==> config.mk <==
export PLATFORM = sky130hd
export DESIGN_NAME = doodle_move_ctrl
export DESIGN_NICKNAME = d
export VERILOG_FILES = /design/src/rtl/doodle_move_ctrl.sv
export SDC_FILE = /design/constraint.sdc
export NUM_CORES = 1
export LEC_CHECK = 0
export BUFFER_PORTS_ARGS = -buffer_cell sky130_fd_sc_hd__buf_2
export CAP_MARGIN = 20
export CORE_MARGIN = 8
export CORE_UTILIZATION = 45
export DETAILED_ROUTE_END_ITERATION = 7
export PLACE_DENSITY = 0.63
export SLEW_MARGIN = 15
export SYNTH_ARGS = -nofsm -noshare
export SYNTH_HDL_FRONTEND = slang
export SYNTH_SLANG_ARGS = --single-unit
==> constraint.sdc <==
create_clock -name clk -period 7.49 [get_ports clk]
set_clock_uncertainty 0.1 [all_clocks]
set_input_delay 0.3745 -clock clk [delete_from_list [all_inputs] [get_ports clk]]
set_output_delay 0.3745 -clock clk [all_outputs]
set_load 0.02 [all_outputs]
==> src/rtl/doodle_move_ctrl.sv <==
// ============================================================================
// Module : doodle_move_ctrl
// Horizontal sprite motion: button sync/debounce, last-pressed-wins FSM,
// ramped speed; screen edges wrap when MOVE_WRAP_EN is defined, else clamp.
// Rev    : 1.0
// ============================================================================
`default_nettype none

module doodle_move_ctrl #(
    parameter int DEB_CYCLES = 100_000,
    parameter int TICK_DIV   = 250_000,
    parameter int RAMP_TICKS = 8,
    parameter int MAX_SPEED  = 4,
    parameter int SCREEN_W   = 480,
    parameter int START_X    = 240
) (
    input  logic       clk,
    input  logic       rst,
    input  logic       right_button,
    input  logic       left_button,
    input  logic       run,
    output logic [8:0] shift_h,
    output logic       sprite_choice,
    output logic       moving,
    output logic       edge_hit
);

    localparam int c_DEB_W  = $clog2(DEB_CYCLES + 1);
    localparam int c_TICK_W = $clog2(TICK_DIV + 1);
    localparam int c_RAMP_W = $clog2(RAMP_TICKS + 1);

    typedef enum logic [1:0] {
        S_IDLE  = 2'd0,
        S_RIGHT = 2'd1,
        S_LEFT  = 2'd2
    } state_t;

    // Button vectors: bit 0 = right, bit 1 = left, 1 = pressed.
    logic [1:0]              sync1_q, sync2_q, deb_q, deb_d, w_rise;
    logic [1:0][c_DEB_W-1:0] deb_cnt_q, deb_cnt_d;
    logic [c_TICK_W-1:0]     presc_q, presc_d;
    logic                    w_tick;
    state_t                  state_q, state_d;
    logic [8:0]              speed_q, speed_d, shift_q, shift_d;
    logic [c_RAMP_W-1:0]     ramp_q, ramp_d;
    logic                    sprite_q, sprite_d, moving_q, edge_q, edge_d;
    logic                    w_enter;
    logic [8:0]              w_spd, w_diff;
    logic [c_RAMP_W-1:0]     w_ramp;
    logic [9:0]              w_pos, w_sum;

    always_comb begin
        deb_d     = deb_q;
        deb_cnt_d = '0;
        for (int i = 0; i < 2; i++) begin
            if (sync2_q[i] != deb_q[i]) begin
                if (deb_cnt_q[i] == c_DEB_W'(DEB_CYCLES - 1)) begin
                    deb_d[i] = ~deb_q[i];
                end else begin
                    deb_cnt_d[i] = deb_cnt_q[i] + 1'b1;
                end
            end
        end
    end

    // The FSM sees the debounced level on the same clock it is accepted.
    assign w_rise  = deb_d & ~deb_q;
    assign w_tick  = (presc_q == c_TICK_W'(TICK_DIV - 1));
    assign presc_d = w_tick ? '0 : presc_q + 1'b1;

    always_comb begin
        state_d = state_q;
        if (!run) begin
            state_d = S_IDLE;
        end else begin
            case (state_q)
                S_IDLE: begin
                    if (deb_d[0])      state_d = S_RIGHT;
                    else if (deb_d[1]) state_d = S_LEFT;
                end
                S_RIGHT: begin
                    if (!deb_d[0])     state_d = deb_d[1] ? S_LEFT : S_IDLE;
                    else if (w_rise[1]) state_d = S_LEFT;
                end
                S_LEFT: begin
                    if (!deb_d[1])     state_d = deb_d[0] ? S_RIGHT : S_IDLE;
                    else if (w_rise[0]) state_d = S_RIGHT;
                end
                default: state_d = S_IDLE;
            endcase
        end
    end

    always_comb begin
        w_enter  = (state_d != state_q);
        w_spd    = w_enter ? 9'd1 : speed_q;
        w_ramp   = w_enter ? '0 : ramp_q;
        w_pos    = {1'b0, shift_q};
        w_sum    = w_pos + {1'b0, w_spd};
        w_diff   = shift_q - w_spd;
        speed_d  = w_spd;
        ramp_d   = w_ramp;
        shift_d  = shift_q;
        edge_d   = 1'b0;
        sprite_d = sprite_q;
        if (w_enter && state_d == S_RIGHT) sprite_d = 1'b0;
        if (w_enter && state_d == S_LEFT)  sprite_d = 1'b1;

        if (state_d == S_IDLE) begin
            speed_d = '0;
            ramp_d  = '0;
        end else if (w_tick) begin
            if (state_d == S_RIGHT) begin
                if (w_sum >= 10'(SCREEN_W)) begin
`ifdef MOVE_WRAP_EN
                    shift_d = 9'(w_sum - 10'(SCREEN_W));
`else
                    shift_d = 9'(SCREEN_W - 1);
                    edge_d  = 1'b1;
`endif
                end else begin
                    shift_d = w_sum[8:0];
                end
            end else begin
                if (w_pos < {1'b0, w_spd}) begin
`ifdef MOVE_WRAP_EN
                    shift_d = 9'(w_pos + 10'(SCREEN_W) - {1'b0, w_spd});
`else
                    shift_d = '0;
                    edge_d  = 1'b1;
`endif
                end else begin
                    shift_d = w_diff;
                end
            end
            // New speed takes effect from the following tick.
            if (w_ramp == c_RAMP_W'(RAMP_TICKS - 1)) begin
                ramp_d = '0;
                if (w_spd < 9'(MAX_SPEED)) speed_d = w_spd + 9'd1;
            end else begin
                ramp_d = w_ramp + 1'b1;
            end
        end
    end

    always_ff @(posedge clk) begin
        if (rst) begin
            sync1_q   <= '0;
            sync2_q   <= '0;
            deb_q     <= '0;
            deb_cnt_q <= '0;
            presc_q   <= '0;
            state_q   <= S_IDLE;
            speed_q   <= '0;
            ramp_q    <= '0;
            shift_q   <= 9'(START_X);
            sprite_q  <= 1'b0;
            moving_q  <= 1'b0;
            edge_q    <= 1'b0;
        end else begin
            sync1_q   <= {~left_button, ~right_button};
            sync2_q   <= sync1_q;
            deb_q     <= deb_d;
            deb_cnt_q <= deb_cnt_d;
            presc_q   <= presc_d;
            state_q   <= state_d;
            speed_q   <= speed_d;
            ramp_q    <= ramp_d;
            shift_q   <= shift_d;
            sprite_q  <= sprite_d;
            moving_q  <= (state_d != S_IDLE);
            edge_q    <= edge_d;
        end
    end

    assign shift_h       = shift_q;
    assign sprite_choice = sprite_q;
    assign moving        = moving_q;
    assign edge_hit      = edge_q;

endmodule

`default_nettype wire
[Word level (Yosys, flattened, before mapping)]
Index checks and enable logic that the tools add are counted.
Storage, ports and cells
  flip-flop bits (word level): 85
  input port bits: 5
  output and inout bits: 12
  logic and storage cells: 85
Cells by class
  bitwise operators: 10
  multiplexer cells: 29
  reduce and logical (&&, ||, !) cells: 12
  $lt $le $gt $ge: 3
  equal/unequal tests: 11
  add/subtract/negate cells: 7
Operators by type and width (count)
  2-to-1 mux 9 bit: 7
  adder 17 x 1 -> 17 bit, second input constant: 2
  == test 17 bit, second input constant: 2
  adder 18 x 1 -> 18 bit, second input constant: 1
  == test 18 bit, second input constant: 1
  2-to-1 mux 2 bit: 8
  2-to-1 mux 4 bit: 3
  adder 9 x 9 -> 10 bit: 1
  greater-or-equal comparator 10 x 9 -> 1 bit, second input constant: 1
  2-to-1 mux 1 bit: 10
  adder 9 x 1 -> 9 bit, second input constant: 1
  < comparator 9 x 3 -> 1 bit, second input constant: 1
  < comparator 9 bit: 1
  OR reduction 3 bit: 3
  subtractor 9 bit: 1
  NOT 1 bit: 8
  one-hot mux 2 bit (3 select lines): 1
  adder 4 x 1 -> 4 bit, second input constant: 1
  == test 2 x 1 -> 1 bit, second input constant: 2
  == test 2 bit, second input constant: 2
  == test 4 x 3 -> 1 bit, second input constant: 1
  logical NOT 2 bit: 2
  nonzero test 2 bit: 2
  OR reduction 2 bit: 2
  6 further kinds: 8

[Depth between registers and ports, before layout]
  depth in word-level cells: 14
  depth in mapped cells: 19
  gate-level depth less buffers: 18

[Worst setup path after synthesis]
No wires, ideal clock.
  kind: reg2reg
  start point: register deb_cnt_q[0] (netlist bit)
  end point: register shift_q[3], in the netlist shift_h[3]
  arrival: 4417 ps
  cell stages (with the launch flop): 20
  clock period less this slack: 4602 ps
  setup slack: 2888 ps
  setup time: 86 ps
  data required time: 7304 ps
  path buffers: 1
  cells stage by stage: dfxtp_1 -> ha_1 -> and4_1 -> nand4_2 -> mux2i_2 -> nor2_1 -> o32a_1 -> o32ai_4 -> buf_6 -> nand2b_1 -> ha_1 -> fa_1 -> nor2b_1 -> or3_1 -> a21oi_1 -> xnor2_1 -> o31a_1 -> a211o_1 -> o2111a_1 -> a211oi_1
On the way
  longest elaborated chain between the ends: 14
  elaborated cells between the ends (all ways): 24
  those cells by class: add/sub (2); order compare (2); eq/ne (3); mux (13); bitwise (2); reduce/logical (2)
Ends and longest elaborated chain
  from (decl): RTL line 40  | logic [1:0][c_DEB_W-1:0] deb_cnt_q, deb_cnt_d;
  from (signal assigned): RTL line 164  | deb_cnt_q <= deb_cnt_d;
  == test 17 bit (*): RTL line 57  | if (deb_cnt_q[i] == c_DEB_W'(DEB_CYCLES - 1)) begin
  2-to-1 mux 1 bit (*): RTL line 57
  2-to-1 mux 1 bit (*): RTL line 56  | if (sync2_q[i] != deb_q[i]) begin
  bitwise AND 2 bit: RTL line 67  | assign w_rise = deb_d & ~deb_q;
  2-to-1 mux 2 bit: RTL line 87  | else if (w_rise[0]) state_d = S_RIGHT;
  2-to-1 mux 2 bit: RTL line 86  | if (!deb_d[1]) state_d = deb_d[0] ? S_RIGHT : S_IDLE;
  one-hot mux 2 bit (3 select lines) (*): RTL line 76  | case (state_q)
  2-to-1 mux 2 bit (*): RTL line 73  | if (!run) begin
  inequality test 2 bit: RTL line 95  | w_enter = (state_d != state_q);
  2-to-1 mux 9 bit: RTL line 96  | w_spd = w_enter ? 9'd1 : speed_q;
  adder 9 x 9 -> 10 bit: RTL line 99  | w_sum = w_pos + {1'b0, w_spd};
  greater-or-equal comparator 10 x 9 -> 1 bit: RTL line 114  | if (w_sum >= 10'(SCREEN_W)) begin
  2-to-1 mux 9 bit: RTL line 114
  2-to-1 mux 9 bit: RTL line 113  | if (state_d == S_RIGHT) begin
  to (signal assigned): RTL line 156  | shift_q <= 9'(START_X);
  to (signal assigned): RTL line 169  | shift_q <= shift_d;
  to (decl): RTL line 44  | logic [8:0] speed_q, speed_d, shift_q, shift_d;
Every way passes the cells marked *; elsewhere a longest branch is shown, timed or not.
A chain may end at the register's enable or synchronous reset.

[Worst setup path in the final report]
Same ends and word-level chain as after synthesis.

==> summary.txt <==
Worst setup path
  • CP required: 7670 ps
  • Crit-path most repeated cell: ha_1
  • WP data arrival: 5580 ps
  • CP max stage delay: 680 ps
  • Crit-path max FO: 21
  • CP Launch Type: flip-flop
  • Critical Path, Cell by Cell: ha_1, and4_1, nand4_2, mux2i_2, nor2_1, o32a_1, o32ai_4, nand2b_1, ha_1, fa_1, nor2b_1, o21ai_0, a311o_1, a21o_1, a41oi_1, a211o_1, o2111a_1, a211oi_1
  • Worst path slowest cell: o32ai_4
  • Critical Path End Type: flip-flop
  • Crit Path Category: reg -> reg

Logic synthesis
  • Number of synthesized flops with an enable pin: 0
  • Largest cells by area after synthesis: dfxtp_1 36%, nor2_1 6.6%, xor2_1 6.3%
  • Compound-Gate Fraction of Synth Area: 0.1380
  • Simple-gate portion of the synthesized area: 0.2946
  • Post-Syn Instances: 568
  • Xor and xnor area share after synthesis: 0.09417
  • Most frequent cell after synthesis: dfxtp_1
  • Register bit total from synthesis: 85
  • Combinational family with the most area after synthesis: simple AND/OR/NAND/NOR gates
  • Syn avg cell area: 8.351 sq um
  • Multiplexer area fraction after synthesis: 0.005012
  • Post-Synth Adder-Cell Area: 0.06911
  • Yosys warns: 0
  • Synth cell count leaders: 85 x dfxtp_1, 83 x nor2_1, 46 x nand2_1
  • Syn_nets: 598
  • Top cell type's share of synthesized area: 0.3587
  • Synth unique cells: 68
  • Main flop type after synthesis: dfxtp_1
  • Async set or reset register ratio after synthesis: 0
  • Sequential-to-total area share from yosys stat: 0.3587
  • Cell area after synthesis: 4743 sq um
  • Synth area leader: dfxtp_1

Clock tree
  • Clock Latency Late Sink: 360 ps
  • Resize count post-CTS: 0
  • TritonCTS buffer count: 9
  • CTS max path bufs: 2
  • H-tree Lvls: 3
  • CTS sink cnt: 85
  • Root buffer cell: clkbuf_8
  • Post-CTS setup buffers: 0
  • CTS Hold Bufs: 0
  • Worst-path clk slew: 90 ps
  • CTS tree: done

Timing
  • Fin Setup TNS: 0 ps
  • Max-Slew Margin vs Limit: 0.5116
  • RSZ-0062 raised after global routing: false
  • Final Cycle Share: 0.7217
  • Max-slew violations: 0
  • Final number of hold-violating endpoints: 0
  • Fmax: 185.0 MHz
  • Tmin final: 5406 ps
  • Fin Hold WS: 58.16 ps
  • Worst slew pin tran: 732.6 ps
  • Final setup fails: 0

Drt
  • Avg WL per Cell: 13.68 um
  • Vias: 3878
  • First-pass DRT Iterations: 4
  • Routed WL: 9782 um
  • Residual DRC: 0
  • Avg Vias per Cell: 5.424
  • Drt first-iter violations: 222
  • Final ANT Viol Nets: 0

Place
  • PortBufs: 16
  • Placed cells: 699
  • RePlAce Congestion: 0.9367
  • Detailed placement HPWL: 7272 um

Floorplan
  • # rows: 37
  • Die width: 118.7 um
  • Die Y: 118.7 um
  • Starting Density: 0.4615
  • Ports: 17
  • Core Area: 10280 sq um
  • Die area: 14080 sq um

Pwr
  • VDD IR-drop max: 98.91 uV
  • Flop pwr share: 0.524
  • LEAKAGE: 1.987 nW
  • Sw Pwr: 0.0001720 W
  • Combinational fraction of design power: 0.014
  • Clock network fraction of design power: 0.463
  • Pwr per Cell Area: 168.7 nW/um^2
  • Internal power: 0.0006980 W
  • Sw Ratio: 0.1977

Finish
  • Synth-to-Final Area Change: 8.731%
  • # nets final: 604
  • Core Util, Final: 0.5018
  • Share of layout cells above drive strength 1: 0.09845
  • Layout Cells excl Fill: 715
  • Ant diodes: 0
  • Fillcell total: 1010

Job
  • Max cap viols: 0

Global route
  • First-pass GRT wire length: 16860 um
  • GR Overflow Total: 0
  • Initial antenna violation count: 0
  • Vias in the first global route: 3692
  • Pin count of the biggest net entering global routing: 27
  • GRT Util Overall: 0.1433

Min path
  • Hold WC Path Type: in -> reg

Status
  • Status: finished, final reports clean
==> power by group through the flow <==
stage           logic (W)  registers (W)  clock network [W]
2_1_floorplan  0.00000907       0.000466                  0
3_3_place_gp    0.0000119       0.000466                  0
3_5_place_dp    0.0000121       0.000466                  0
4_1_cts         0.0000122       0.000456           0.000418
5_1_grt         0.0000137       0.000456           0.000438
6_report        0.0000118       0.000456           0.000403
==> worst paths after layout <==
kind / end / from / depth (start not counted) / slack [ps]
setup / recovery: shift_h[3]$_SDFFE_PP0P_ / deb_cnt_q[0]$_SDFF_PP0_ / 18 / 2080
hold / removal: sync1_q[0]$_SDFF_PP0_ / right_button / 2 / 60
setup reg to reg: shift_h[3]$_SDFFE_PP0P_ / deb_cnt_q[0]$_SDFF_PP0_ / 18 / 2080
hold reg to reg: sync2_q[0]$_SDFF_PP0_ / sync1_q[0]$_SDFF_PP0_ / 1 / 340
==> stage by stage <==
stage / cell area [sq um] / setup slack (ps) / total power (W)
6_report: 5157 / 2084 / 0.0008701
2_1_floorplan: 4743 / 2888 / 0.0004751
5_1_grt: 5157 / 1624 / 0.0009084
3_5_place_dp: 4900 / 2104 / 0.0004786
3_3_place_gp: 4900 / 2203 / 0.0004783
4_1_cts: 5157 / 2054 / 0.0008864
==> layout by cell type, fill, tap and decap left out, types with 7 or more instances in the layout <==
cell type  instances
dfxtp_1           85
nor2_1            83
nand2_1           46
xor2_1            34
nand3_1           26
a21oi_1           26
ha_1              23
and3_1            20
inv_1             19
xnor2_1           17
buf_2             16
o21ai_0           15
or3_1             13
nor2b_1           12
nor3_1            11
clkbuf_8          11
nand4_1            9
nand2b_1           9
a31oi_1            7
==> final cells by class <==
type | instances | area [sq um] | share of cell area
timing repair buffer | 18 | 95.09 | 0.01844
tap | 136 | 170.2 | 0.03299
multi-input combinational | 438 | 2850 | 0.5526
sequential | 85 | 1702 | 0.3299
inverter | 22 | 82.58 | 0.01601
clock inverter | 5 | 106.4 | 0.02062
clock buffer | 11 | 151.4 | 0.02935
==> metal layers <==
metal  wire, um  share of wire  up-vias  global-route usage
li1           -              -     1991                   -
met1       4473           0.46     1819              0.1664
met2       4686           0.48       53              0.2398
met3        421          0.043       15             0.04522
met4        200          0.020        0             0.05850
met5          0              0        -                   0
==> cells by family after synthesis <==
| logic type | count (synthesis) |
|---|---|
| AND/OR/NAND/NOR | 268 |
| adder cells (fa/ha/maj) | 25 |
| flip-flops | 85 |
| multiplexers | 2 |
| AO/OA/AOI/OAI | 92 |
| buffers and inverters | 45 |
| XOR/XNOR | 51 |
==> critical path: cells and delay by family (launching register included) <==
family	cells	cell delay, ps
AND/OR/NAND/NOR	5	880
flip-flops	1	370
adder cells (fa/ha/maj)	3	870
multiplexers	1	390
AO/OA/AOI/OAI	9	2720
==> registers in the layout (all words and copies together), names as in the netlist <==
signal	cells
sync1_q	2
edge_hit	1
state_q	2
shift_h	9
deb_cnt_q	34
deb_q	2
sprite_choice	1
moving	1
ramp_q	4
sync2_q	2
presc_q	18
speed_q	9
Note: power is estimated with default switching activity, not from simulation.
